### src/rtl/logic_unit_pipe.sv
// rtl/logic_unit_pipe.sv - two-stage pipelined bitwise logic unit with accumulator, flags and result counter
module logic_unit_pipe #(
   parameter int WIDTH = 8,
   parameter int CNT_W = 16
) (
   input  logic             clk,
   input  logic             reset,
   input  logic             in_valid,
   output logic             in_ready,
   input  logic [WIDTH-1:0] a,
   input  logic [WIDTH-1:0] b,
   input  logic [2:0]       sel,
   input  logic             acc_mode,
   output logic             out_valid,
   input  logic             out_ready,
   output logic [WIDTH-1:0] s,
   output logic             zero,
   output logic             parity,
   output logic [CNT_W-1:0] op_count
);

   logic             s1_valid;
   logic [WIDTH-1:0] s1_a;
   logic [WIDTH-1:0] s1_b;
   logic [2:0]       s1_sel;
   logic             s1_acc_mode;
   logic [WIDTH-1:0] acc;
   logic [WIDTH-1:0] op_a;
   logic [WIDTH-1:0] r;
   logic             s1_move;
   logic             deliver;

   assign s1_move  = s1_valid && (!out_valid || out_ready);
   assign in_ready = !s1_valid || s1_move;
   assign deliver  = out_valid && out_ready;

   // Result of the S1 operation; acc is sampled here so chained ops see the previous result
   always_comb begin
      op_a = s1_acc_mode ? acc : s1_a;
      r    = '0;
      case (s1_sel)
         3'b000:  r = ~op_a;
         3'b001:  r = op_a & s1_b;
         3'b010:  r = ~(op_a & s1_b);
         3'b011:  r = op_a ^ s1_b;
         3'b100:  r = ~(op_a ^ s1_b);
         3'b101:  r = op_a | s1_b;
         3'b110:  r = ~(op_a | s1_b);
         default: r = op_a;
      endcase
   end

   // S1 input register: capture on accept, drain when the operation moves to S2
   always_ff @(posedge clk) begin
      if (reset) begin
         s1_valid    <= 1'b0;
         s1_a        <= '0;
         s1_b        <= '0;
         s1_sel      <= '0;
         s1_acc_mode <= 1'b0;
      end else if (in_valid && in_ready) begin
         s1_valid    <= 1'b1;
         s1_a        <= a;
         s1_b        <= b;
         s1_sel      <= sel;
         s1_acc_mode <= acc_mode;
      end else if (s1_move) begin
         s1_valid    <= 1'b0;
      end
   end

   // S2 output register and accumulator: load on transfer, hold under backpressure
   always_ff @(posedge clk) begin
      if (reset) begin
         out_valid <= 1'b0;
         s         <= '0;
         zero      <= 1'b0;
         parity    <= 1'b0;
         acc       <= '0;
      end else if (s1_move) begin
         out_valid <= 1'b1;
         s         <= r;
         zero      <= (r == '0);
         parity    <= ^r;
         acc       <= r;
      end else if (deliver) begin
         out_valid <= 1'b0;
      end
   end

   // Count delivered results, wrapping naturally at the counter width
   always_ff @(posedge clk) begin
      if (reset) begin
         op_count <= '0;
      end else if (deliver) begin
         op_count <= op_count + 1'b1;
      end
   end

endmodule

### config.mk
export PLATFORM = sky130hd
export DESIGN_NAME = logic_unit_pipe
export DESIGN_NICKNAME = d
export VERILOG_FILES = /design/src/rtl/logic_unit_pipe.sv
export SDC_FILE = /design/constraint.sdc
export NUM_CORES = 1
export LEC_CHECK = 0
export BUFFER_PORTS_ARGS = -buffer_cell sky130_fd_sc_hd__buf_2
export CAP_MARGIN = 20
export CORE_ASPECT_RATIO = 1.2
export CORE_UTILIZATION = 36
export DETAILED_ROUTE_END_ITERATION = 10
export PLACE_DENSITY = 0.57
export SLEW_MARGIN = 10
export SYNTH_ARGS = -nofsm -noshare
export SYNTH_HDL_FRONTEND = slang
export SYNTH_SLANG_ARGS = --single-unit
export TNS_END_PERCENT = 20
### constraint.sdc
create_clock -name clk -period 5.8 [get_ports clk]
set_input_delay 1.74 -clock clk [delete_from_list [all_inputs] [get_ports clk]]
set_output_delay 1.74 -clock clk [all_outputs]
set_load 0.02 [all_outputs]
# After elaboration in Yosys (flattened, before gate mapping)
# Index checks and enable logic that the tools add are counted.
dict set report word_totals {
  word_cells 42
  in_bits 24
  register_bits 48
  output_inout_bits 28
}
dict set report classes {
  addsub 1
  n_bitwise 7
  eq_ne 6
  n_reduce_logical 12
  muxes 6
}
# op count
set op_table {}
lappend op_table {{case mux 8 bit (7 select lines)} 1}
lappend op_table {{NOT 8 bit} 4}
lappend op_table {{adder 16 x 1 -> 16 bit (second input constant)} 1}
lappend op_table {{equality test 3 bit (second input constant)} 3}
lappend op_table {{AND 8 bit} 1}
lappend op_table {{logical NOT 8 bit} 1}
lappend op_table {{two-way mux 8 bit} 1}
lappend op_table {{OR 8 bit} 1}
lappend op_table {{parity 8 bit} 1}
lappend op_table {{bitwise XOR 8 bit} 1}
lappend op_table {{equality test 3 x 2 -> 1 bit (second input constant)} 2}
lappend op_table {{two-way mux 1 bit} 4}
lappend op_table {{nonzero test 2 bit} 2}
lappend op_table {{equality test 3 x 1 -> 1 bit (second input constant)} 1}
lappend op_table {{logical AND 1 bit} 3}
lappend op_table {{logical NOT 3 bit} 1}
lappend op_table {{logical NOT 1 bit} 2}
lappend op_table {{logical OR 1 bit} 2}

# Logic depth before layout (Yosys ltp)
# Gate-level depths: netlist of the first run.
dict set report depth {
  word_depth 6
  depth_mapped 14
  depth_no_buf 13
}

# Least setup slack after synthesis of the first run
# OpenSTA, ideal clock, no wires.
dict set report synth_path {
  path_kind {in2out}
  startpoint {input port out_ready}
  endpoint {output port in_ready}
  cell_stages 2
  slack_ns 1.912
  arrival_ns 2.148
  cell_sequence {nor2b_1 > nand2_1}
}
dict set report synth_between {
  elab_chain_cells 3
}
# element line_no
set synth_rtl {}
lappend synth_rtl {{start, declared} 15} ;# input logic out_ready,
lappend synth_rtl {{logical OR 1 bit} 33} ;# assign s1_move = s1_valid && (!out_valid || out_ready);
lappend synth_rtl {{logical AND 1 bit} 33}
lappend synth_rtl {{logical OR 1 bit} 34} ;# assign in_ready = !s1_valid || s1_move;
lappend synth_rtl {{end, declared} 9} ;# output logic in_ready,
# No other way between the ends.

# Worst setup path after layout of the first run
# Same ends and word-level chain as after synthesis.

==> results.md, run 1 <==
* Failing checks: DRC
* Worst-skew pair later-pin latency at between 0.3 and 0.4 ns
* Clock skew at approximately 0.0054 ns
* Placed Cells at 493
* Core ar. at 7751 sq um
* Setup repair bufs after CTS at 0
* Layout area overhead at 12.10%
* Required @ worst endpoint at between 4 and 5 ns
* RSZ-0062 raised after global routing: no
* P per Cell Area at roughly 230 nW/um^2
* Yosys reg bits at 48
* Fin nets at ~450
* Post-synthesis sequential area ratio at 32.96%
* Worst Path Max Fanout at 5
* Share of layout cells above drive strength 1 at 16.87%
* Vias per std cell at between 5 and 6
* Congestion Overflow GR at 0
* Met2 Track Usage GR at 30.58%
* Clock Tree Buf Depth at 2
* DIE HEIGHT at slightly above 100 um
* IO buf count at 51
* Routability congestion estimate at around 0.79
* Total GRT Usage at between 10% and 20%
* Met1 usage at between 10% and 20%
* Post-synthesis cell area at between 2000 and 3000 sq um
* Synth area leaders: dfxtp_1 (33%), ha_1 (9.0%), nand2_1 (8.6%)
* Final Hold Slack at roughly 0.46 ns
* Worst setup SP type: input pin
* Post-route cell area at between 3000 and 4000 sq um
* Flop-to-flop setup slack at around 2.6 ns
* Max cap viols at 0
* Ant. Diodes at 0
* Worst reg2reg endpoint: parity
* Final setup viols at 0
* Share of the synthesized area in the top cell type at 32.96%
* Fill cell count at around 800
* R2R depth at 9
* Yosys warnings at 0
* GR peak layer: met2
* CTS Hold Bufs at 0
* Syn_nets at around 420
* Critical Path AT at 2.42 ns
* Non-Filler Instances at 501
* Hold Vio Cnt, Final at 0
* GR met3 Demand/Resource at 3.358%
* CTS resizes at 0
* Final Cycle Share at 71.80%
* Worst setup endpoint: in_ready
* Pleak at 1.386 nW
* Die width at approximately 84 um
* Number of synthesized flops with an enable pin at 0
* Post-synth ARST share at 0%
* Hold WC Path Type: reg -> reg
* Crit path capture type: output pin
* Initial core utilization at roughly 38%
* Synth cell types at 46
* First-pass GRT wire length at between 10000 and 15000 um
* Slew @ Worst Pin at 0.9908 ns
* CTS Buf Count at 5
* Synthesized instance count at ~380
* Initial DRT Pass Iterations at 7
* WL final at about 6900 um
* CTS tree: done
* PnR Total Power at about 0.76 mW
* H-tree Lvls at 2
* Routed Antenna Nets at 0
* Largest net degree at the start of global routing at 52
* Final TNS setup at 0 ns
* Post-synth top flop: dfxtp_1
* Total number of vias at ~2600
* DR WL/cell at 13.74 um
* Row cnt at 35
* Antenna violations before repair at 0
* Synth area leader: dfxtp_1
* CTS Sinks at 48
* Reg2reg start: s1_sel[2]
* Peak VDD IR at between 0.1 and 0.15 mV
* Vias in the first global route at ~2400
* DRC at 2
* Die area at roughly 8500 sq um
* Clock Pin Slew Worst Setup and Hold Paths at around 0.09 ns
* Total I/O pin count at 52
* Period minus WS final at roughly 4.2 ns
* Fmax at around 240 MHz
* Detailed Route Iter0 Violations at around 130
* CTS root buf: clkbuf_8
* Status: complete, but fails checks
* Syn avg cell area at ~7.8 sq um
* Slew HR at approximately a third
* Critical Path Start: out_ready
* Post-DP HPWL at between 4000 and 5000 um
* Dpl cell area at 3153 sq um
* Critical path class: in -> out
* Max Transition Viols Final at 0
power breakdown:
| part | internal, mW | switching [mW] | total, mW |
|---|---|---|---|
| clock | 0.130 | 0.120 | 0.250 |
| combinational | 0.0626 | 0.0857 | 0.148 |
| sequential | 0.344 | 0.0156 | 0.360 |
| total | 0.537 | 0.221 | 0.758 |
cell usage after synthesis (all sizes together) (2+ instances only):
cell / instances
o2bb2ai: 2
nand2: 67
dfxtp: 48
xor2: 9
o21ai: 23
o31a: 2
o31ai: 3
mux2: 2
and4: 2
a221oi: 2
or3: 2
a21oi: 35
o221ai: 2
nand2b: 5
nor2: 29
nand4: 6
nand3b: 2
and2: 5
buf: 15
nor2b: 6
xnor2: 7
a22oi: 2
o211ai: 4
mux2i: 14
nor3: 4
nand3: 10
a211oi: 2
a22o: 2
inv: 18
ha: 21
clkbuf: 13
a31oi: 4
worst min-delay path by stage:
stage | from | to | slack (ns) | cells after the start
after floorplan | s1_a[0] | s1_a[0] | 0.44 | 2
after global placement | s1_a[1] | s1_a[1] | 0.45 | 2
after detailed placement | s1_a[3] | s1_a[3] | 0.45 | 2
after CTS | s1_a[3] | s1_a[3] | 0.46 | 2
after global routing | s1_a[3] | s1_a[3] | 0.48 | 2
final | s1_a[3] | s1_a[3] | 0.46 | 2
through the flow:
step / setup slack (ns) / utilization [%]
6_report: 1.636 / 42.16
5_1_grt: 1.565 / 42.16
2_1_floorplan: 1.912 / -
4_1_cts: 1.628 / 42.16
3_3_place_gp: 1.657 / 40.68
3_5_place_dp: 1.622 / 40.68
logic make-up (layout without fill, tap and decap cells):
group	count (synthesis)	after routing	share of synthesized area [%]
AO/OA/AOI/OAI	86	86	17.94
XOR/XNOR	16	16	4.807
adder cells (fa/ha/maj)	21	21	9.013
buffers and inverters	47	80	7.510
flip-flops	48	48	32.96
multiplexers	16	16	5.579
AND/OR/NAND/NOR	142	142	22.19
layout make-up:
class | instances | area (sq um) | area share, %
tap | 92 | 115.1 | 3.522
clock inverter | 3 | 46.29 | 1.417
multi-input combinational | 281 | 1735 | 53.10
timing repair buffer | 53 | 270.3 | 8.270
inverter | 19 | 71.32 | 2.182
clock buffer | 5 | 68.82 | 2.106
sequential | 48 | 960.9 | 29.40
registers in the layout, indices dropped and copies added, names as in the netlist:
register	cells
s1_a	8
parity	1
acc	8
op_count	16
s1_acc_mode	1
s1_b	8
s1_valid	1
s1_sel	3
zero	1
out_valid	1
critical path: stages:
cell and delay, ns:
buf_2 0.11, nor2b_1 0.27, nand2_1 0.13, buf_2 0.18
cell usage in the layout, fill, tap and decap left out, types with 3 or more instances in the layout:
cell      count
o31ai_1       3
nor2b_1       6
o211ai_1      4
nor2_1       29
a31oi_1       4
and2_1        5
xnor2_1       7
nand3_1      10
o21ai_0      21
mux2i_1      14
clkbuf_8      5
buf_2        51
nand2_1      67
ha_1         21
a21oi_1      33
nand2b_1      5
dfxtp_1      48
nor3_1        3
inv_1        18
xor2_1        9
nand4_1       6
layer usage:
layer	vias to the layer above	wire (um)
met4	0	102
li1	1343	-
met3	7	273
met2	51	3360
met5	-	0
met1	1221	3150
No activity file was read; power rests on OpenSTA's default activity.
==> inputs of run 2 (changes only) <==
--- a/config.mk
+++ b/config.mk
@@ -5,12 +5,13 @@
 export SDC_FILE = /design/constraint.sdc
 export NUM_CORES = 1
 export LEC_CHECK = 0
+export ABC_AREA = 1
 export BUFFER_PORTS_ARGS = -buffer_cell sky130_fd_sc_hd__buf_2
 export CAP_MARGIN = 20
 export CORE_ASPECT_RATIO = 1.2
 export CORE_UTILIZATION = 36
 export DETAILED_ROUTE_END_ITERATION = 10
-export PLACE_DENSITY = 0.57
+export PLACE_DENSITY = 0.58
 export SLEW_MARGIN = 10
 export SYNTH_ARGS = -nofsm -noshare
 export SYNTH_HDL_FRONTEND = slang
==> constraint.sdc (replaced) <==
create_clock -name clk -period 3.7 [get_ports clk]
set_input_delay 1.11 -clock clk [delete_from_list [all_inputs] [get_ports clk]]
set_output_delay 1.11 -clock clk [all_outputs]
set_load 0.02 [all_outputs]
==> run 2 against run 1 <==
Against the previous run:
- the run now ends clean
- synthesized cell count increased by 22%
- utilization hardly changed
- register-to-register slack worse by 1.5 ns
- final area up 5.2%
- worst hold slack improved by 0.014 ns
- clock skew rose by 0.0094 ns
==> results.md, run 2 <==
* Status: finished, final reports clean
* Slew @ Worst Pin at ~0.90 ns
* Fill cell count at between 800 and 900
* Setup repair bufs after CTS at 0
* Required @ worst endpoint at about 2.6 ns
* Clock skew at between 0.01 and 0.015 ns
* Post-synth ARST share at 0%
* CTS Buf Count at 5
* Syn avg cell area at ~6.6 sq um
* Slew HR at 40.06%
* P per Cell Area at roughly 350 nW/um^2
* Total GRT Usage at 17.20%
* Die area at approximately 8800 sq um
* Max FFs per register at 16
* Most flop-heavy register: op_count
* Core ar. at 8153 sq um
* Routed Antenna Nets at 0
* Comb pwr share at approximately 25%
* Total I/O pin count at 52
* Share of the synthesized area in the top cell type at about a third
* DRC at 0
* Max cap viols at 0
* Largest net degree at the start of global routing at 23
* Leading cell type by number of instances after synthesis: nand2_1
* Total number of vias at between 2000 and 3000
* Top cells by count, synth: nand2_1 (97), nor2_1 (67), inv_1 (58)
* Yosys warnings at 0
* Layout area overhead at 13.23%
* WL final at between 7000 and 8000 um
* Clock Tree Buf Depth at 2
* Int Power at approximately 0.8 mW
* Vias per std cell at 4.763
* Register Area at 960.9 sq um
* Hold WC Path Type: reg -> reg
* Synth cell types at 32
* Non-Filler Instances at 616
* Initial core utilization at 37.23%
* Seq pwr share at ~48%
* Detailed Route Iter0 Violations at roughly 120
* Clock Pin Slew Worst Setup and Hold Paths at ~0.10 ns
* Setup slack at placement at approximately 1.0 ns
* Clock share of power at between 20 and 30%
* Yosys reg bits at 48
* Critical Path AT at around 1.6 ns
* Fin nets at approximately 550
* Hold Vio Cnt, Final at 0
* Ant. Diodes at 0
* Multi-input logic area at around 1700 sq um
* Antenna violations before repair at 0
* Peak VDD IR at roughly 0.15 mV
* DR WL/cell at 11.87 um
* Worst setup SP type: input pin
* Final Cycle Share at approximately 72%
* Post-synthesis sequential area ratio at 31.66%
* Congestion Overflow GR at 0
* Flop-to-flop setup slack at approximately 1.1 ns
* Row cnt at 36
* Post-route setup slack at a little over 1 ns
* Syn_nets at ~500
* CTS root buf: clkbuf_8
* Worst Path Max Fanout at 3
* Reg2reg start: s1_sel[0]
* Routability congestion estimate at slightly above 0.8
* Critical path class: in -> out
* Final setup viols at 0
* Pleak at around 1.7 nW
* Vias in the first global route at 2645
* Synthesized instance count at ~460
* DIE HEIGHT at 102.6 um
* PnR Total Power at 1.188 mW
* Most frequent cells in the layout: nand2_1 (97), nor2_1 (67), inv_1 (58)
* Critical Path Start: out_ready
* R2R depth at 12
* First-pass GRT wire length at 12100 um
* Post-synthesis cell area at ~3000 sq um
* Worst setup endpoint: in_ready
* RSZ-0062 raised after global routing: no
* Sw Ratio at around 33%
* Net switching power at 0.3925 mW
* Worst-skew pair later-pin latency at ~0.31 ns
* Placed Cells at ~610
* CTS Sinks at 48
* Final TNS setup at 0 ns
* Synth area leader: dfxtp_1
* CTS tree: done
* CTS Hold Bufs at 0
* Synth area leaders: dfxtp_1 (32%), nand2_1 (12%), ha_1 (8.7%)
* Crit path capture type: output pin
* H-tree Lvls at 2
* CTS resizes at 0
* Period minus WS final at 2.675 ns
* Commonest non-fill, non-tap cell in the layout: nand2_1
* Share of layout cells above drive strength 1 at about 16%
* Number of synthesized flops with an enable pin at 0
* Initial DRT Pass Iterations at 4
* Max Transition Viols Final at 0
* Worst reg2reg endpoint: parity
* IO buf count at between 50 and 60
* Final Hold Slack at ~0.47 ns
* Post-DP HPWL at roughly 5700 um
* Die width at around 86 um
* Fmax at ~370 MHz
* Post-synth top flop: dfxtp_1
==> run 2: cell types whose count changed in the layout (fill, tap and decap cells not counted), sizes merged, moves of 14 or more <==
cell,previous run,this run
o21ai,23,37
nand2,67,104
nand3,10,25
inv,19,62
nor2,29,75
mux2i,14,0
==> run 2: critical path, cell delays in order <==
cell     delay (ns)
buf_2          0.11
inv_1          0.07
nand3_1        0.10
buf_2          0.18
==> run 2: through the flow <==
step,cell area [sq um],util (%)
finish,3437,42.16
global route,3437,42.16
CTS,3437,42.16
detailed placement,3352,41.11
global placement,3352,41.11
floorplan,3035,-
==> run 2: worst min-delay path by stage <==
| stage | end | from | cells past startpoint | slack, ns |
|---|---|---|---|---|
| 2_1_floorplan | s1_a[1] | s1_a[1] | 2 | 0.43 |
| 3_3_place_gp | s1_a[1] | s1_a[1] | 2 | 0.45 |
| 3_5_place_dp | s1_a[1] | s1_a[1] | 2 | 0.46 |
| 4_1_cts | s1_a[1] | s1_a[1] | 2 | 0.47 |
| 5_1_grt | s1_b[5] | s1_b[5] | 2 | 0.52 |
| 6_report | s1_a[1] | s1_a[1] | 2 | 0.47 |
==> run 2: cell type report <==
type                    instances  share of cell area, %
clock buffers                   7                  2.221
well taps                     114                  4.150
repair buffers                 55                  8.300
flip-flops and latches         48                  27.96
clock inverters                 1                 0.2548
multi-input cells             328                  50.24
inverters                      63                  6.880
==> run 2: cells by family after synthesis <==
logic type,Yosys count,share of synthesized area [%]
adders and majority gates,21,8.656
DFF,48,31.66
buffers and inverters,81,11.46
AOI/OAI and AO/OA,67,11.46
xor gates and xnor gates,4,1.154
and+or+nand+nor,236,35.61
==> run 2: metal layers <==
layer	wire, um	global-route usage [%]	part of all wire, %	up-vias
met4	95	4.487	1.3	0
met5	0	0	0	-
met3	368	3.363	5.0	8
met1	3253	20.46	44	1319
met2	3595	31.69	49	65
li1	-	-	-	1542
==> run 2: power by group through the flow <==
stage,registers [mW],clock network [mW],logic (mW)
global placement,0.584,0,0.294
floorplan,0.585,0,0.222
detailed placement,0.585,0,0.296
global route,0.578,0.352,0.337
CTS,0.573,0.328,0.299
finish,0.573,0.321,0.295
